===== src/rtl/mau_pkg.sv =====
// Shared encodings, FSM state type and fault check for the memory access unit.
package mau_pkg;

  localparam logic [1:0] SZ_BYTE = 2'b00;
  localparam logic [1:0] SZ_HALF = 2'b01;
  localparam logic [1:0] SZ_WORD = 2'b10;

  typedef enum logic [1:0] {IDLE, RD, WR, RESP} mau_state_e;

  // Misaligned, illegal size or beyond the end of memory.
  // Addresses are widened to 64 bits so the limit compare never overflows.
  function automatic logic mau_fault(input logic [1:0]  size,
                                     input logic [63:0] addr,
                                     input logic [63:0] limit);
    logic f;
    f = (addr >= limit);
    case (size)
      SZ_BYTE: f = f;
      SZ_HALF: f = f | addr[0];
      SZ_WORD: f = f | (addr[1:0] != 2'b00);
      default: f = 1'b1;
    endcase
    return f;
  endfunction

endpackage


===== src/rtl/mau_lane_align.sv =====
// Little-endian lane extract for loads and lane merge for sub-word stores.
module mau_lane_align
  import mau_pkg::*;
(
  input  logic [1:0]  i_lane,
  input  logic [1:0]  i_size,
  input  logic        i_unsigned,
  input  logic [31:0] i_rdata,
  input  logic [31:0] i_wdata,
  output logic [31:0] o_load,
  output logic [31:0] o_merge
);

  logic [7:0]  w_byte;
  logic [15:0] w_half;

  // Select the addressed lane, extend it, and splice store data into the read word.
  always_comb begin
    w_byte  = i_rdata[{i_lane, 3'b000} +: 8];
    w_half  = i_rdata[{i_lane[1], 4'b0000} +: 16];
    o_load  = i_rdata;
    o_merge = i_rdata;
    case (i_size)
      SZ_BYTE: begin
        o_load = i_unsigned ? {24'b0, w_byte} : {{24{w_byte[7]}}, w_byte};
        o_merge[{i_lane, 3'b000} +: 8] = i_wdata[7:0];
      end
      SZ_HALF: begin
        o_load = i_unsigned ? {16'b0, w_half} : {{16{w_half[15]}}, w_half};
        o_merge[{i_lane[1], 4'b0000} +: 16] = i_wdata[15:0];
      end
      default: begin
        o_load  = i_rdata;
        o_merge = i_wdata;
      end
    endcase
  end

endmodule


===== src/rtl/mem_access_unit.sv =====
// Load/store sequencer: one access per handshake, sub-word stores as read-modify-write,
// registered single-cycle memory strobes and a one-cycle response pulse.
module mem_access_unit
  import mau_pkg::*;
#(
  parameter int unsigned MEM_WORDS = 256,
  parameter int unsigned ADDR_W    = 32
) (
  input  logic              i_clk,
  input  logic              i_reset,
  input  logic              i_req_valid,
  output logic              o_req_ready,
  input  logic              i_req_we,
  input  logic [1:0]        i_req_size,
  input  logic              i_req_unsigned,
  input  logic [ADDR_W-1:0] i_req_addr,
  input  logic [31:0]       i_req_wdata,
  output logic              o_resp_valid,
  output logic [31:0]       o_resp_rdata,
  output logic              o_resp_fault,
  output logic [ADDR_W-1:0] o_mem_addr,
  output logic [31:0]       o_mem_wdata,
  output logic              o_mem_read,
  output logic              o_mem_write,
  input  logic [31:0]       i_mem_rdata
);

  localparam logic [63:0] ADDR_LIMIT = 64'(MEM_WORDS) * 64'd4;

  mau_state_e        r_state, w_state_d;
  logic              r_we, r_unsigned;
  logic [1:0]        r_size, r_lane;
  logic [31:0]       r_wdata;
  logic [ADDR_W-1:0] r_mem_addr, w_mem_addr_d;
  logic [31:0]       r_mem_wdata, w_mem_wdata_d;
  logic              r_mem_read, w_mem_read_d;
  logic              r_mem_write, w_mem_write_d;
  logic              r_resp_valid, w_resp_valid_d;
  logic [31:0]       r_resp_rdata, w_resp_rdata_d;
  logic              r_resp_fault, w_resp_fault_d;
  logic              w_accept, w_req_fault;
  logic [31:0]       w_load, w_merge;

  assign w_accept    = i_req_valid && (r_state == IDLE);
  assign w_req_fault = mau_fault(i_req_size, 64'(i_req_addr), ADDR_LIMIT);

  mau_lane_align u_lane_align (
    .i_lane     (r_lane),
    .i_size     (r_size),
    .i_unsigned (r_unsigned),
    .i_rdata    (i_mem_rdata),
    .i_wdata    (r_wdata),
    .o_load     (w_load),
    .o_merge    (w_merge)
  );

  // State register; reset aborts any access in flight.
  always_ff @(posedge i_clk or posedge i_reset) begin
    if (i_reset) r_state <= IDLE;
    else         r_state <= w_state_d;
  end

  // Next-state: faults skip memory, sub-word stores read first.
  always_comb begin
    w_state_d = r_state;
    case (r_state)
      IDLE: begin
        if (w_accept) begin
          if (w_req_fault)                             w_state_d = RESP;
          else if (!i_req_we || i_req_size != SZ_WORD) w_state_d = RD;
          else                                         w_state_d = WR;
        end
      end
      RD:      w_state_d = r_we ? WR : RESP;
      WR:      w_state_d = RESP;
      RESP:    w_state_d = IDLE;
      default: w_state_d = IDLE;
    endcase
  end

  // Next values of the registered outputs, aligned with the state they belong to.
  always_comb begin
    w_mem_read_d   = (w_state_d == RD);
    w_mem_write_d  = (w_state_d == WR);
    w_resp_valid_d = (w_state_d == RESP);
    w_resp_fault_d = w_accept && w_req_fault;
    w_resp_rdata_d = '0;
    if (r_state == RD && !r_we) w_resp_rdata_d = w_load;
    w_mem_addr_d = '0;
    if (w_state_d == RD || w_state_d == WR) begin
      w_mem_addr_d = (r_state == IDLE) ? {2'b00, i_req_addr[ADDR_W-1:2]} : r_mem_addr;
    end
    w_mem_wdata_d = '0;
    if (w_state_d == WR) w_mem_wdata_d = (r_state == IDLE) ? i_req_wdata : w_merge;
  end

  // Request latches and output registers.
  always_ff @(posedge i_clk or posedge i_reset) begin
    if (i_reset) begin
      r_we         <= 1'b0;
      r_unsigned   <= 1'b0;
      r_size       <= '0;
      r_lane       <= '0;
      r_wdata      <= '0;
      r_mem_addr   <= '0;
      r_mem_wdata  <= '0;
      r_mem_read   <= 1'b0;
      r_mem_write  <= 1'b0;
      r_resp_valid <= 1'b0;
      r_resp_rdata <= '0;
      r_resp_fault <= 1'b0;
    end else begin
      if (w_accept) begin
        r_we       <= i_req_we;
        r_unsigned <= i_req_unsigned;
        r_size     <= i_req_size;
        r_lane     <= i_req_addr[1:0];
        r_wdata    <= i_req_wdata;
      end
      r_mem_addr   <= w_mem_addr_d;
      r_mem_wdata  <= w_mem_wdata_d;
      r_mem_read   <= w_mem_read_d;
      r_mem_write  <= w_mem_write_d;
      r_resp_valid <= w_resp_valid_d;
      r_resp_rdata <= w_resp_rdata_d;
      r_resp_fault <= w_resp_fault_d;
    end
  end

  assign o_req_ready  = (r_state == IDLE);
  assign o_resp_valid = r_resp_valid;
  assign o_resp_rdata = r_resp_rdata;
  assign o_resp_fault = r_resp_fault;
  assign o_mem_addr   = r_mem_addr;
  assign o_mem_wdata  = r_mem_wdata;
  assign o_mem_read   = r_mem_read;
  assign o_mem_write  = r_mem_write;

endmodule


===== config.mk =====
export PLATFORM = sky130hd
export DESIGN_NAME = mem_access_unit
export DESIGN_NICKNAME = d
export VERILOG_FILES = /design/src/rtl/mau_pkg.sv /design/src/rtl/mau_lane_align.sv /design/src/rtl/mem_access_unit.sv
export SDC_FILE = /design/constraint.sdc
export NUM_CORES = 1
export LEC_CHECK = 0
export CAP_MARGIN = 20
export CORE_MARGIN = 1.5
export CORE_UTILIZATION = 40
export DETAILED_ROUTE_END_ITERATION = 6
export GPL_TIMING_DRIVEN = 0
export PLACE_DENSITY = 0.79
export SLEW_MARGIN = 20
export SYNTH_ARGS = -nofsm -noshare
export SYNTH_HDL_FRONTEND = slang
export SYNTH_HIERARCHICAL = 1
export SYNTH_SLANG_ARGS = --single-unit
export TNS_END_PERCENT = 1

===== constraint.sdc =====
create_clock -name i_clk -period 7.5 [get_ports i_clk]
set_input_delay 1.125 -clock i_clk [delete_from_list [all_inputs] [get_ports i_clk]]
set_output_delay 1.125 -clock i_clk [all_outputs]
set_load 0.02 [all_outputs]

Word level (Yosys, flattened, before mapping). Index checks and enable logic that the tools add are counted.

Bits in registers: 140. Output and inout port bits: 101.

$add $sub $neg: 2. Order comparisons: 1. Eq/ne operators: 11. Shift operators: 6. Multiplexer cells: 17. Bitwise logic cells: 2. Reduce and logical (&&, ||, !) cells: 11.

Operator list (number): 32-bit 2-to-1 mux (7); 32-bit case mux with 2 select lines (2); 32-bit bitwise mux (2); 32-bit by 11-bit >= comparator with 1-bit output, second input constant (1); 16-bit by 7-bit variable shift with 32-bit output, first input constant (1); 8-bit by 7-bit variable shift with 32-bit output, first input constant (1); 16-bit by 7-bit variable part select with 32-bit output (1); 32-bit by 6-bit variable part select with 16-bit output (1); 32-bit by 6-bit variable part select with 8-bit output (1); 8-bit by 7-bit variable part select with 32-bit output (1); 5-bit negation with 7-bit output (2); 2-bit equality test, second input constant (5); 2-bit by 1-bit equality test with 1-bit output, second input constant (4); 2-bit case mux with 4 select lines (1); 2-bit zero test (3); 2-bit 2-to-1 mux (3); 2-bit inequality test, second input constant (2); 1-bit logical AND (3); 1-bit case mux with 3 select lines (1); 1-bit zero test (2); 1-bit logical OR (2); 1-bit bitwise OR (2); 2-bit nonzero test (1); 1-bit 2-to-1 mux (1).

Logic depth before layout (Yosys ltp). Gate-level depths: netlist of the first run.

Depth in word-level cells: 9. Gate-level depth with buffers: 10.

Modules after synthesis. Netlist of the first run, hierarchy kept.

Modules (own cells, without submodules): mem_access_unit (times used 1, cells each 397, area an instance 5416.4 um2, seq. area each 3453.3 um2); mau_lane_align (times used 1, cells each 268, area an instance 2000.7 um2, seq. area each 0.0 um2).

Least setup slack after synthesis of the first run. OpenSTA, ideal clock, no wires.

Path type: input -> register. Start point: input i_req_addr[21]. End point: register r_mem_addr[0] (netlist: o_mem_addr[0]). Library setup time: 0.132 ns. Arrival: 2.932 ns. Required time: 7.368 ns. Setup slack: 4.436 ns. Stages on the path: 7. Buffers on the path: 1. Cell sequence: or4_4 -> o32ai_2 -> nand3_1 -> o31a_1 -> ha_1 -> clkbuf_1 -> nor2_1.

Cells in the longest elaborated chain, start to end: 9.

RTL lines: start, declared (RTL line mem_access_unit.sv:16) `input logic [ADDR_W-1:0] i_req_addr,`; 32-bit by 11-bit >= comparator with 1-bit output (*) (RTL line mau_pkg.sv:16) `f = (addr >= limit);`; 1-bit bitwise OR, on equally long branches (RTL line mau_pkg.sv:20, mau_pkg.sv:19); 1-bit case mux with 3 select lines (*) (RTL line mau_pkg.sv:17) `case (size)`; 2-bit 2-to-1 mux (*) (RTL line mem_access_unit.sv:69) `if (w_req_fault) w_state_d = RESP;`; 2-bit 2-to-1 mux (*) (RTL line mem_access_unit.sv:68) `if (w_accept) begin`; 2-bit case mux with 4 select lines (*) (RTL line mem_access_unit.sv:66) `case (r_state)`; via w_state_d[0] (RTL line mem_access_unit.sv:30) `mau_state_e r_state, w_state_d;`; 2-bit by 1-bit equality test with 1-bit output / 2-bit equality test (equally long branches) (RTL line mem_access_unit.sv:90) `if (w_state_d == RD || w_state_d == WR) begin`; 1-bit logical OR (*) (RTL line mem_access_unit.sv:90); 2-bit inequality test (no line) / 32-bit 2-to-1 mux (equally long branches); end signal, assigned (RTL line mem_access_unit.sv:120) `r_mem_addr <= w_mem_addr_d;`; end, declared (RTL line mem_access_unit.sv:34) `logic [ADDR_W-1:0] r_mem_addr, w_mem_addr_d;`.

Mark *: on every way through the listed nets, which the timed path passes. The rest lies on a longest branch. A chain may end at the register's enable or synchronous reset.

Final worst setup path of the first run.
Start point: input i_req_addr[21]. End point: register r_mem_wdata[29] (netlist: o_mem_wdata[29]).

Cells in the longest elaborated chain, start to end: 8.

RTL lines: 32-bit by 11-bit >= comparator with 1-bit output (*) (RTL line mau_pkg.sv:16); 1-bit bitwise OR, on equally long branches (RTL line mau_pkg.sv:20, mau_pkg.sv:19); 1-bit case mux with 3 select lines (*) (RTL line mau_pkg.sv:17); 2-bit 2-to-1 mux (*) (RTL line mem_access_unit.sv:69); 2-bit 2-to-1 mux (*) (RTL line mem_access_unit.sv:68); 2-bit case mux with 4 select lines (*) (RTL line mem_access_unit.sv:66); 2-bit equality test (*); via w_mem_write_d (RTL line mem_access_unit.sv:37) `logic r_mem_write, w_mem_write_d;`; 32-bit 2-to-1 mux (*) (RTL line mem_access_unit.sv:94) `if (w_state_d == WR) w_mem_wdata_d = (r_state == IDLE) ? i_req_wdata : w_merge;`; via w_mem_wdata_d[29] (RTL line mem_access_unit.sv:35) `logic [31:0] r_mem_wdata, w_mem_wdata_d;`; end signal, assigned (RTL line mem_access_unit.sv:121) `r_mem_wdata <= w_mem_wdata_d;`; end, declared (RTL line mem_access_unit.sv:35).

Marks and branches as above.

==> results of run 1 <==
-- worst max-delay path, stage by stage --
cell and delay (ns):
sky130_fd_sc_hd__clkdlybuf4s50_1 0.43, sky130_fd_sc_hd__or4_4 0.55, sky130_fd_sc_hd__o32ai_2 0.27, sky130_fd_sc_hd__nand3_1 0.17, sky130_fd_sc_hd__o31ai_1 0.30, sky130_fd_sc_hd__ha_1 0.40
sky130_fd_sc_hd__clkbuf_1 0.31, sky130_fd_sc_hd__nor2b_1 0.22
-- final cells by class --
type	instances	area, um^2
Fill cell	1526	7720
Multi-Input combinational cell	463	3670
Sequential cell	138	3450
Timing Repair Buffer	202	2040
Clock buffer	19	443
Tap cell	229	287
Buffer	53	254
Clock inverter	13	168
Inverter	12	52.6
-- worst paths after layout --
kind	slack [ns]	end	cells past startpoint
worst min-delay path	0.49	r_wdata[22]$_DFFE_PP0P_	1
min in group asynchronous	1.11	o_mem_wdata[0]$_DFF_PP0_	2
worst max register to register	4.34	o_mem_wdata[22]$_DFF_PP0_	9
worst min register to register	0.49	r_wdata[22]$_DFFE_PP0P_	1
max in group asynchronous	5.64	o_mem_wdata[17]$_DFF_PP0_	3
worst max-delay path	4.06	o_mem_wdata[29]$_DFF_PP0_	8
-- power groups by stage --
stage / clock (W) / combinational (W) / sequential [W]
global route: 0.000916 / 0.00251 / 0.00119
floorplan: 0 / 0.00145 / 0.00125
CTS: 0.000878 / 0.00231 / 0.00116
global placement: 0 / 0.00227 / 0.00117
detailed placement: 0 / 0.00230 / 0.00117
finish: 0.000866 / 0.00232 / 0.00117
-- cell families after synthesis --
group,share of synthesized area (%)
AO/OA/AOI/OAI,12.8
multiplexers,17.7
buffers and inverters,4.03
AND/OR/NAND/NOR,16.5
adder cells (fa/ha/maj),2.36
flip-flops,46.6
other,0.0506
-- sequential cells by signal, summed over array words and instances, names as in the netlist --
signal and flops:
r_we 1, o_resp_valid 1, r_size 2, o_resp_fault 1, o_mem_write 1, r_wdata 32, o_mem_wdata 32, r_lane 2
r_unsigned 1, r_state 2, o_mem_read 1, o_mem_addr 30, o_resp_rdata 32
-- through the flow --
stage	total power (W)	util (%)	setup slack, ns
global route	0.00462	57.3	3.90
CTS	0.00435	57.3	4.04
detailed placement	0.00347	53.9	3.64
global placement	0.00344	53.7	0.863
floorplan	0.00270	-	2.68
finish	0.00435	57.3	4.06
-- cells in the final DEF, fill, tap and decap left out, types with 3 or more instances in the layout --
cell type and instances:
sky130_fd_sc_hd__clkdlybuf4s50_1 201, sky130_fd_sc_hd__inv_1 10, sky130_fd_sc_hd__nor4_1 4, sky130_fd_sc_hd__nand2_1 37
sky130_fd_sc_hd__bufinv_16 3, sky130_fd_sc_hd__clkbuf_1 20, sky130_fd_sc_hd__a211o_1 9, sky130_fd_sc_hd__nor2b_1 47
sky130_fd_sc_hd__nand3b_1 8, sky130_fd_sc_hd__o21ai_1 4, sky130_fd_sc_hd__a32o_1 7, sky130_fd_sc_hd__nand3_1 14
sky130_fd_sc_hd__a21oi_1 6, sky130_fd_sc_hd__clkbuf_16 17, sky130_fd_sc_hd__mux2_1 44, sky130_fd_sc_hd__buf_4 3
sky130_fd_sc_hd__and2_1 32, sky130_fd_sc_hd__o21ai_0 7, sky130_fd_sc_hd__clkinv_4 4, sky130_fd_sc_hd__mux2i_1 78
sky130_fd_sc_hd__o221ai_1 7, sky130_fd_sc_hd__buf_2 29, sky130_fd_sc_hd__ha_1 14, sky130_fd_sc_hd__a22o_1 24
sky130_fd_sc_hd__nor2_1 35, sky130_fd_sc_hd__a31oi_1 8, sky130_fd_sc_hd__dfrtp_1 138, sky130_fd_sc_hd__a221o_1 23
sky130_fd_sc_hd__nand3_2 10, sky130_fd_sc_hd__a41oi_1 7, sky130_fd_sc_hd__or4b_1 7
-- per-layer routing --
layer / GRT usage [%] / vias up / wire length, um
met1: 29.8 / 3063 / 9170
met5: 0 / - / 0
li1: - / 2874 / -
met4: 7.95 / 0 / 558
met3: 7.49 / 39 / 2120
met2: 38.6 / 326 / 10700
==> impl_results.html, run 1 <==
<table>
<tr><th>Metric</th><th>Value</th></tr>
<tr><th colspan="2">Final layout</th></tr>
<tr><td>Final-stage net count</td><td>1004</td></tr>
<tr><td>Fraction of final layout cells with drive strength greater than 1</td><td>9.67%</td></tr>
<tr><td>Syn-to-layout area delta</td><td>39.7%</td></tr>
<tr><td>Total non-filler cell area in the finished layout</td><td>0.0104 mm^2</td></tr>
<tr><td>Number of diodes</td><td>0</td></tr>
<tr><td>Post-route non-filler standard cell count</td><td>1129</td></tr>
<tr><th colspan="2">Power and ir drop</th></tr>
<tr><td>Power share of the combinational group</td><td>53.2%</td></tr>
<tr><td>Seq pwr share</td><td>26.9%</td></tr>
<tr><td>P_sw</td><td>0.00180 W</td></tr>
<tr><td>Worst supply voltage drop on vdd</td><td>315 uV</td></tr>
<tr><td>Switching part of the total power</td><td>41.3%</td></tr>
<tr><td>Part of the total power dissipated in the clock network</td><td>19.9%</td></tr>
<tr><td>Power Density</td><td>420 mW/mm^2</td></tr>
<tr><td>Cell internal power dissipation</td><td>0.00255 W</td></tr>
<tr><td>Static Leak</td><td>4.56 nW</td></tr>
<tr><th colspan="2">Synthesis</th></tr>
<tr><td>Commonest cells post-synth</td><td>138 x sky130_fd_sc_hd__dfrtp_1, 78 x sky130_fd_sc_hd__mux2i_1, 47 x sky130_fd_sc_hd__nor2b_1</td></tr>
<tr><td>Synth unique cells</td><td>57</td></tr>
<tr><td>Total of flip-flops plus latches after synthesis</td><td>138</td></tr>
<tr><td>Share of flip-flops with an asynchronous set or reset</td><td>100%</td></tr>
<tr><td>Dominant cell type by area after synthesis</td><td>sky130_fd_sc_hd__dfrtp_1</td></tr>
<tr><td>Yosys warning total</td><td>6</td></tr>
<tr><td>Most frequent cell after synthesis</td><td>sky130_fd_sc_hd__dfrtp_1</td></tr>
<tr><td>Sequential cell area fraction in the yosys report</td><td>46.6%</td></tr>
<tr><td>Number of flops mapped to enable cells by yosys</td><td>0</td></tr>
<tr><td>Top cells by area, synth</td><td>sky130_fd_sc_hd__dfrtp_1 47%, sky130_fd_sc_hd__mux2i_1 11%, sky130_fd_sc_hd__mux2_1 6.7%, sky130_fd_sc_hd__nor2b_1 4.0%, sky130_fd_sc_hd__a221o_1 3.1%</td></tr>
<tr><td>Number of instances in the synthesized netlist</td><td>665</td></tr>
<tr><td>Area of the mapped netlist</td><td>0.00742 mm^2</td></tr>
<tr><td>Portion of synthesized cell area occupied by the leading cell type</td><td>46.6%</td></tr>
<tr><td>Synthesized area per cell</td><td>11.2 um^2</td></tr>
<tr><td>Leading register cell type out of synthesis</td><td>sky130_fd_sc_hd__dfrtp_1</td></tr>
<tr><th colspan="2">Place</th></tr>
<tr><td>Half-perimeter wire length after placement</td><td>16900 um</td></tr>
<tr><td>DP Cell Count</td><td>1097</td></tr>
<tr><td>Global placer's final weighted congestion</td><td>0.952</td></tr>
<tr><td># port buffers</td><td>201</td></tr>
<tr><td>Post-detailed-placement cell area</td><td>0.00975 mm^2</td></tr>
<tr><th colspan="2">Clocking</th></tr>
<tr><td>Setup fix buffers added after clock tree synthesis</td><td>0</td></tr>
<tr><td>Clock Pin Slew Worst Setup and Hold Paths</td><td>0.05 ns</td></tr>
<tr><td>Number of buffers inserted during clock tree synthesis</td><td>17</td></tr>
<tr><td>TritonCTS sink count</td><td>138</td></tr>
<tr><td>Number of gates resized after CTS</td><td>0</td></tr>
<tr><td>Clk root buf</td><td>sky130_fd_sc_hd__clkbuf_16</td></tr>
<tr><td>CTS tree</td><td>built</td></tr>
<tr><td>H-tree lvl count</td><td>4</td></tr>
<tr><td>Clock Tree Buf Depth</td><td>2</td></tr>
<tr><td>Hold-fix buffer count after cts</td><td>0</td></tr>
<tr><td>Clk_lat worst skew</td><td>0.42 ns</td></tr>
<tr><th colspan="2">Timing</th></tr>
<tr><td>Fmax achieved</td><td>291 MHz</td></tr>
<tr><td>Pin slew with the least headroom to its limit</td><td>0.973 ns</td></tr>
<tr><td>Fin. max-slew vios</td><td>0</td></tr>
<tr><td>Setup-violating endpoint count in the final report</td><td>0</td></tr>
<tr><td>Min Tclk post-route</td><td>3.44 ns</td></tr>
<tr><td>Count of endpoints failing hold in the final timing report</td><td>0</td></tr>
<tr><td>Worst slew margin relative to its limit</td><td>34.6%</td></tr>
<tr><td>Final worst-path cycle share</td><td>45.9%</td></tr>
<tr><td>Post-Route Skew</td><td>0.00908 ns</td></tr>
<tr><td>TNS Setup</td><td>0 ns</td></tr>
<tr><td>Min Hold Slack</td><td>0.489 ns</td></tr>
<tr><td>Setup repair after global routing missed its margin</td><td>false</td></tr>
<tr><th colspan="2">Global routing</th></tr>
<tr><td>First-pass GRT wire length</td><td>35300 um</td></tr>
<tr><td>Initial antenna violation count</td><td>0</td></tr>
<tr><td>Remaining Overflow, GRT</td><td>0</td></tr>
<tr><td>Global Route Usage Sum</td><td>23.7%</td></tr>
<tr><td>Number of global-route vias before repair</td><td>6339</td></tr>
<tr><td>Maximum number of pins on one net before global-route repair</td><td>87</td></tr>
<tr><th colspan="2">Detailed routing</th></tr>
<tr><td>First-pass iteration count of the detailed router</td><td>7</td></tr>
<tr><td>Routed Wire Length</td><td>22500 um</td></tr>
<tr><td>DRC violation count after routing</td><td>12</td></tr>
<tr><td>Routed vias/inst</td><td>5.58</td></tr>
<tr><td>Wire length per cell</td><td>20.0 um</td></tr>
<tr><td>Antenna-violating nets left</td><td>0</td></tr>
<tr><td>First-iteration detailed-routing DRC count</td><td>445</td></tr>
<tr><td>Total number of vias</td><td>6302</td></tr>
<tr><th colspan="2">Setup path</th></tr>
<tr><td>Worst endpoint data arrival time</td><td>3.77 ns</td></tr>
<tr><td>FF-to-FF Start</td><td>r_lane[0]$_DFFE_PP0P_</td></tr>
<tr><td>Endpoint type of the worst setup path</td><td>flop</td></tr>
<tr><td>Worst Setup SP</td><td>i_req_addr[21]</td></tr>
<tr><td>Critical Path Source Type</td><td>input pin</td></tr>
<tr><td>Path type of the worst setup path</td><td>input pin to flop</td></tr>
<tr><td>Required arrival time at the worst endpoint</td><td>7.83 ns</td></tr>
<tr><td>Crit-path max FO</td><td>10</td></tr>
<tr><th colspan="2">Die</th></tr>
<tr><td>Die Area</td><td>0.0194 mm^2</td></tr>
<tr><td>Floorplan Core Area</td><td>0.0181 mm^2</td></tr>
<tr><td>Number of top-level pins</td><td>204</td></tr>
<tr><td>Vertical die dimension</td><td>139 um</td></tr>
<tr><td>Floorplan row count</td><td>49</td></tr>
<tr><td>Die X</td><td>139 um</td></tr>
<tr><td>Initial standard-cell utilization of the core</td><td>41.0%</td></tr>
<tr><th colspan="2">Flow run</th></tr>
<tr><td>Count of max-cap constraint violations</td><td>0</td></tr>
<tr><th colspan="2">Status</th></tr>
<tr><td>Run status</td><td>finished with violations</td></tr>
<tr><td>Failing checks</td><td>DRC</td></tr>
<tr><th colspan="2">Worst hold path</th></tr>
<tr><td>Worst hold start</td><td>r_wdata[22]$_DFFE_PP0P_</td></tr>
<tr><td>Classification of the worst-slack hold path</td><td>flop to flop</td></tr>
</table>
Note: power is estimated with default switching activity, not from simulation.
==> run 2, diff against run 1 <==
- clock period: 7.5 -> 3.4 ns (I/O delays scaled with it)
==> run 2 against run 1 <==
Net effect: the flow still finishes with violations (DRC); combinational power rose by 120%; clock skew hardly changed; highest routed layer unchanged; hold slack better by 0.0021 ns; critical endpoint is now o_mem_wdata[14]$_DFF_PP0_; critical path type is now flop to flop; largest power group unchanged.
==> impl_results.html, run 2 (same netlist as run 1, synthesis figures left out) <==
<table>
<tr><th>Metric</th><th>Value</th></tr>
<tr><th colspan="2">Status</th></tr>
<tr><td>Run status</td><td>finished with violations</td></tr>
<tr><td>Failing checks</td><td>DRC</td></tr>
<tr><th colspan="2">Flow run</th></tr>
<tr><td>Count of max-cap constraint violations</td><td>0</td></tr>
<tr><th colspan="2">Power and ir drop</th></tr>
<tr><td>Switching part of the total power</td><td>41.2%</td></tr>
<tr><td>Total Power Consumption</td><td>0.00961 W</td></tr>
<tr><td>Cell internal power dissipation</td><td>0.00565 W</td></tr>
<tr><td>Part of the total power dissipated in the clock network</td><td>19.5%</td></tr>
<tr><td>Power Density</td><td>923 mW/mm^2</td></tr>
<tr><td>P_sw</td><td>0.00396 W</td></tr>
<tr><td>Seq pwr share</td><td>26.8%</td></tr>
<tr><td>Power share of the combinational group</td><td>53.7%</td></tr>
<tr><td>Static Leak</td><td>4.57 nW</td></tr>
<tr><td>Worst supply voltage drop on vdd</td><td>494 uV</td></tr>
<tr><th colspan="2">Setup path</th></tr>
<tr><td>Critical path, cell by cell</td><td>buf_2, clkbuf_1, inv_1, ha_1, nor2_1, and4_1, buf_2, a211o_1, mux2i_1, nor2b_1</td></tr>
<tr><td>Worst Setup SP</td><td>r_lane[0]$_DFFE_PP0P_</td></tr>
<tr><td>Capturing point of the worst reg2reg path</td><td>o_mem_wdata[14]$_DFF_PP0_</td></tr>
<tr><td>Worst endpoint data arrival time</td><td>3.54 ns</td></tr>
<tr><td>Required arrival time at the worst endpoint</td><td>3.74 ns</td></tr>
<tr><td>Worst path top cell family by delay</td><td>buffers and inverters</td></tr>
<tr><td>Critical Path Slowest Stage Cell</td><td>sky130_fd_sc_hd__dfrtp_1</td></tr>
<tr><td>Reg2reg path depth</td><td>10</td></tr>
<tr><td>Path type of the worst setup path</td><td>flop to flop</td></tr>
<tr><td>Endpoint type of the worst setup path</td><td>flop</td></tr>
<tr><td>Cell type with the highest occurrence count on the critical path</td><td>sky130_fd_sc_hd__buf_2</td></tr>
<tr><td>Number of stages on the worst setup path</td><td>10</td></tr>
<tr><td>Sum of buffers and inverters on the critical path</td><td>4</td></tr>
<tr><td>Biggest cell delay along the critical path</td><td>0.56 ns</td></tr>
<tr><td>Crit-path max FO</td><td>11</td></tr>
<tr><td>Critical Path Source Type</td><td>flop</td></tr>
<tr><td>Flop2flop setup slack</td><td>0.20 ns</td></tr>
<tr><td>FF-to-FF Start</td><td>r_lane[0]$_DFFE_PP0P_</td></tr>
<tr><th colspan="2">Detailed routing</th></tr>
<tr><td>Wire length per cell</td><td>20.2 um</td></tr>
<tr><td>Total number of vias</td><td>6289</td></tr>
<tr><td>Routed Wire Length</td><td>22800 um</td></tr>
<tr><td>Antenna-violating nets left</td><td>0</td></tr>
<tr><td>Routed vias/inst</td><td>5.57</td></tr>
<tr><td>First-iteration detailed-routing DRC count</td><td>454</td></tr>
<tr><td>DRC violation count after routing</td><td>14</td></tr>
<tr><td>First-pass iteration count of the detailed router</td><td>7</td></tr>
<tr><th colspan="2">Clocking</th></tr>
<tr><td>Clock Tree Buf Depth</td><td>2</td></tr>
<tr><td>Number of buffers inserted during clock tree synthesis</td><td>17</td></tr>
<tr><td>Hold-fix buffer count after cts</td><td>0</td></tr>
<tr><td>CTS tree</td><td>built</td></tr>
<tr><td>Clk_lat worst skew</td><td>0.42 ns</td></tr>
<tr><td>H-tree lvl count</td><td>4</td></tr>
<tr><td>Setup fix buffers added after clock tree synthesis</td><td>0</td></tr>
<tr><td>Number of gates resized after CTS</td><td>0</td></tr>
<tr><td>Clock Pin Slew Worst Setup and Hold Paths</td><td>0.06 ns</td></tr>
<tr><td>Clk root buf</td><td>sky130_fd_sc_hd__clkbuf_16</td></tr>
<tr><td>TritonCTS sink count</td><td>138</td></tr>
<tr><th colspan="2">Final layout</th></tr>
<tr><td>Post-route non-filler standard cell count</td><td>1130</td></tr>
<tr><td>Most common cell after layout, fill and taps aside</td><td>sky130_fd_sc_hd__clkdlybuf4s50_1</td></tr>
<tr><td>Most frequent cells in the layout</td><td>201 x sky130_fd_sc_hd__clkdlybuf4s50_1, 138 x sky130_fd_sc_hd__dfrtp_1, 78 x sky130_fd_sc_hd__mux2i_1, 47 x sky130_fd_sc_hd__nor2b_1, 44 x sky130_fd_sc_hd__mux2_1</td></tr>
<tr><td>Number of diodes</td><td>0</td></tr>
<tr><td>Syn-to-layout area delta</td><td>40.5%</td></tr>
<tr><td>Final-stage net count</td><td>1007</td></tr>
<tr><td>Fraction of final layout cells with drive strength greater than 1</td><td>9.77%</td></tr>
<tr><th colspan="2">Timing</th></tr>
<tr><td>Pin slew with the least headroom to its limit</td><td>1.04 ns</td></tr>
<tr><td>Worst slew margin relative to its limit</td><td>30.1%</td></tr>
<tr><td>TNS Setup</td><td>0 ns</td></tr>
<tr><td>Setup repair after global routing missed its margin</td><td>false</td></tr>
<tr><td>Final worst-path cycle share</td><td>94.1%</td></tr>
<tr><td>Fmax achieved</td><td>312 MHz</td></tr>
<tr><td>Min Tclk post-route</td><td>3.20 ns</td></tr>
<tr><td>Setup-violating endpoint count in the final report</td><td>0</td></tr>
<tr><td>Post-Route Skew</td><td>0.00879 ns</td></tr>
<tr><td>Fin. max-slew vios</td><td>0</td></tr>
<tr><td>Count of endpoints failing hold in the final timing report</td><td>0</td></tr>
<tr><th colspan="2">Die</th></tr>
<tr><td>Vertical die dimension</td><td>139 um</td></tr>
<tr><td>Floorplan row count</td><td>49</td></tr>
<tr><td>Initial standard-cell utilization of the core</td><td>41.0%</td></tr>
<tr><td>Die Area</td><td>0.0194 mm^2</td></tr>
<tr><td>Die X</td><td>139 um</td></tr>
<tr><td>Number of top-level pins</td><td>204</td></tr>
<tr><td>Floorplan Core Area</td><td>0.0181 mm^2</td></tr>
<tr><th colspan="2">Place</th></tr>
<tr><td>DP Cell Count</td><td>1100</td></tr>
<tr><td># port buffers</td><td>201</td></tr>
<tr><td>Global placer's final weighted congestion</td><td>0.934</td></tr>
<tr><td>Half-perimeter wire length after placement</td><td>17400 um</td></tr>
<tr><th colspan="2">Global routing</th></tr>
<tr><td>Number of global-route vias before repair</td><td>6342</td></tr>
<tr><td>First-pass GRT wire length</td><td>35300 um</td></tr>
<tr><td>Global Route Usage Sum</td><td>23.7%</td></tr>
<tr><td>Initial antenna violation count</td><td>0</td></tr>
<tr><td>Remaining Overflow, GRT</td><td>0</td></tr>
<tr><td>Maximum number of pins on one net before global-route repair</td><td>37</td></tr>
<tr><th colspan="2">Worst hold path</th></tr>
<tr><td>Worst hold stages</td><td>1</td></tr>
<tr><td>Classification of the worst-slack hold path</td><td>flop to flop</td></tr>
<tr><td>Worst hold start</td><td>r_we$_DFFE_PP0P_</td></tr>
<tr><td>Worst Hold Path EP</td><td>r_we$_DFFE_PP0P_</td></tr>
</table>
run 2: through the flow:
step           utilization (%)  setup WS (ns)  hold WS, ns  area (um^2)
6_report                  57.6          0.199        0.491        10400
5_1_grt                   57.6          0.110        0.514        10400
2_1_floorplan                -          0.951        0.464         7420
3_5_place_dp              54.2          0.180        0.484         9810
3_3_place_gp              53.8        -0.0324        0.474         9720
4_1_cts                   57.6          0.252        0.496        10400
run 2: worst max-delay path by stage:
stage / endpoint
after floorplan: o_mem_addr[0]$_DFFE_PP0P_
final: o_mem_wdata[14]$_DFF_PP0_
after detailed placement: o_mem_addr[4]$_DFFE_PP0P_
after global placement: o_resp_rdata[24]$_DFF_PP0_
after CTS: o_mem_wdata[22]$_DFF_PP0_
after global routing: o_mem_wdata[12]$_DFF_PP0_
run 2: layer usage:
metal,vias to the layer above,share of wire [%],track usage (%)
li1,2877,-,-
met5,-,0,0
met1,3053,41,29.8
met4,0,2.3,7.61
met2,321,47,38.6
met3,38,8.9,7.63
run 2: final cells by class:
cell class,instances,area (um^2)
Fill cell,1534,7660
Clock inverter,10,145
Clock buffer,20,457
Multi-Input combinational cell,463,3680
Inverter,12,48.8
Sequential cell,138,3450
Buffer,53,254
Tap cell,229,287
Timing Repair Buffer,205,2100
run 2: power groups by stage:
| stage | clock [W] | sequential [W] | combinational, W |
|---|---|---|---|
| floorplan | 0 | 0.00277 | 0.00319 |
| global placement | 0 | 0.00258 | 0.00501 |
| detailed placement | 0 | 0.00259 | 0.00511 |
| CTS | 0.00192 | 0.00257 | 0.00513 |
| global route | 0.00199 | 0.00264 | 0.00556 |
| finish | 0.00188 | 0.00258 | 0.00516 |
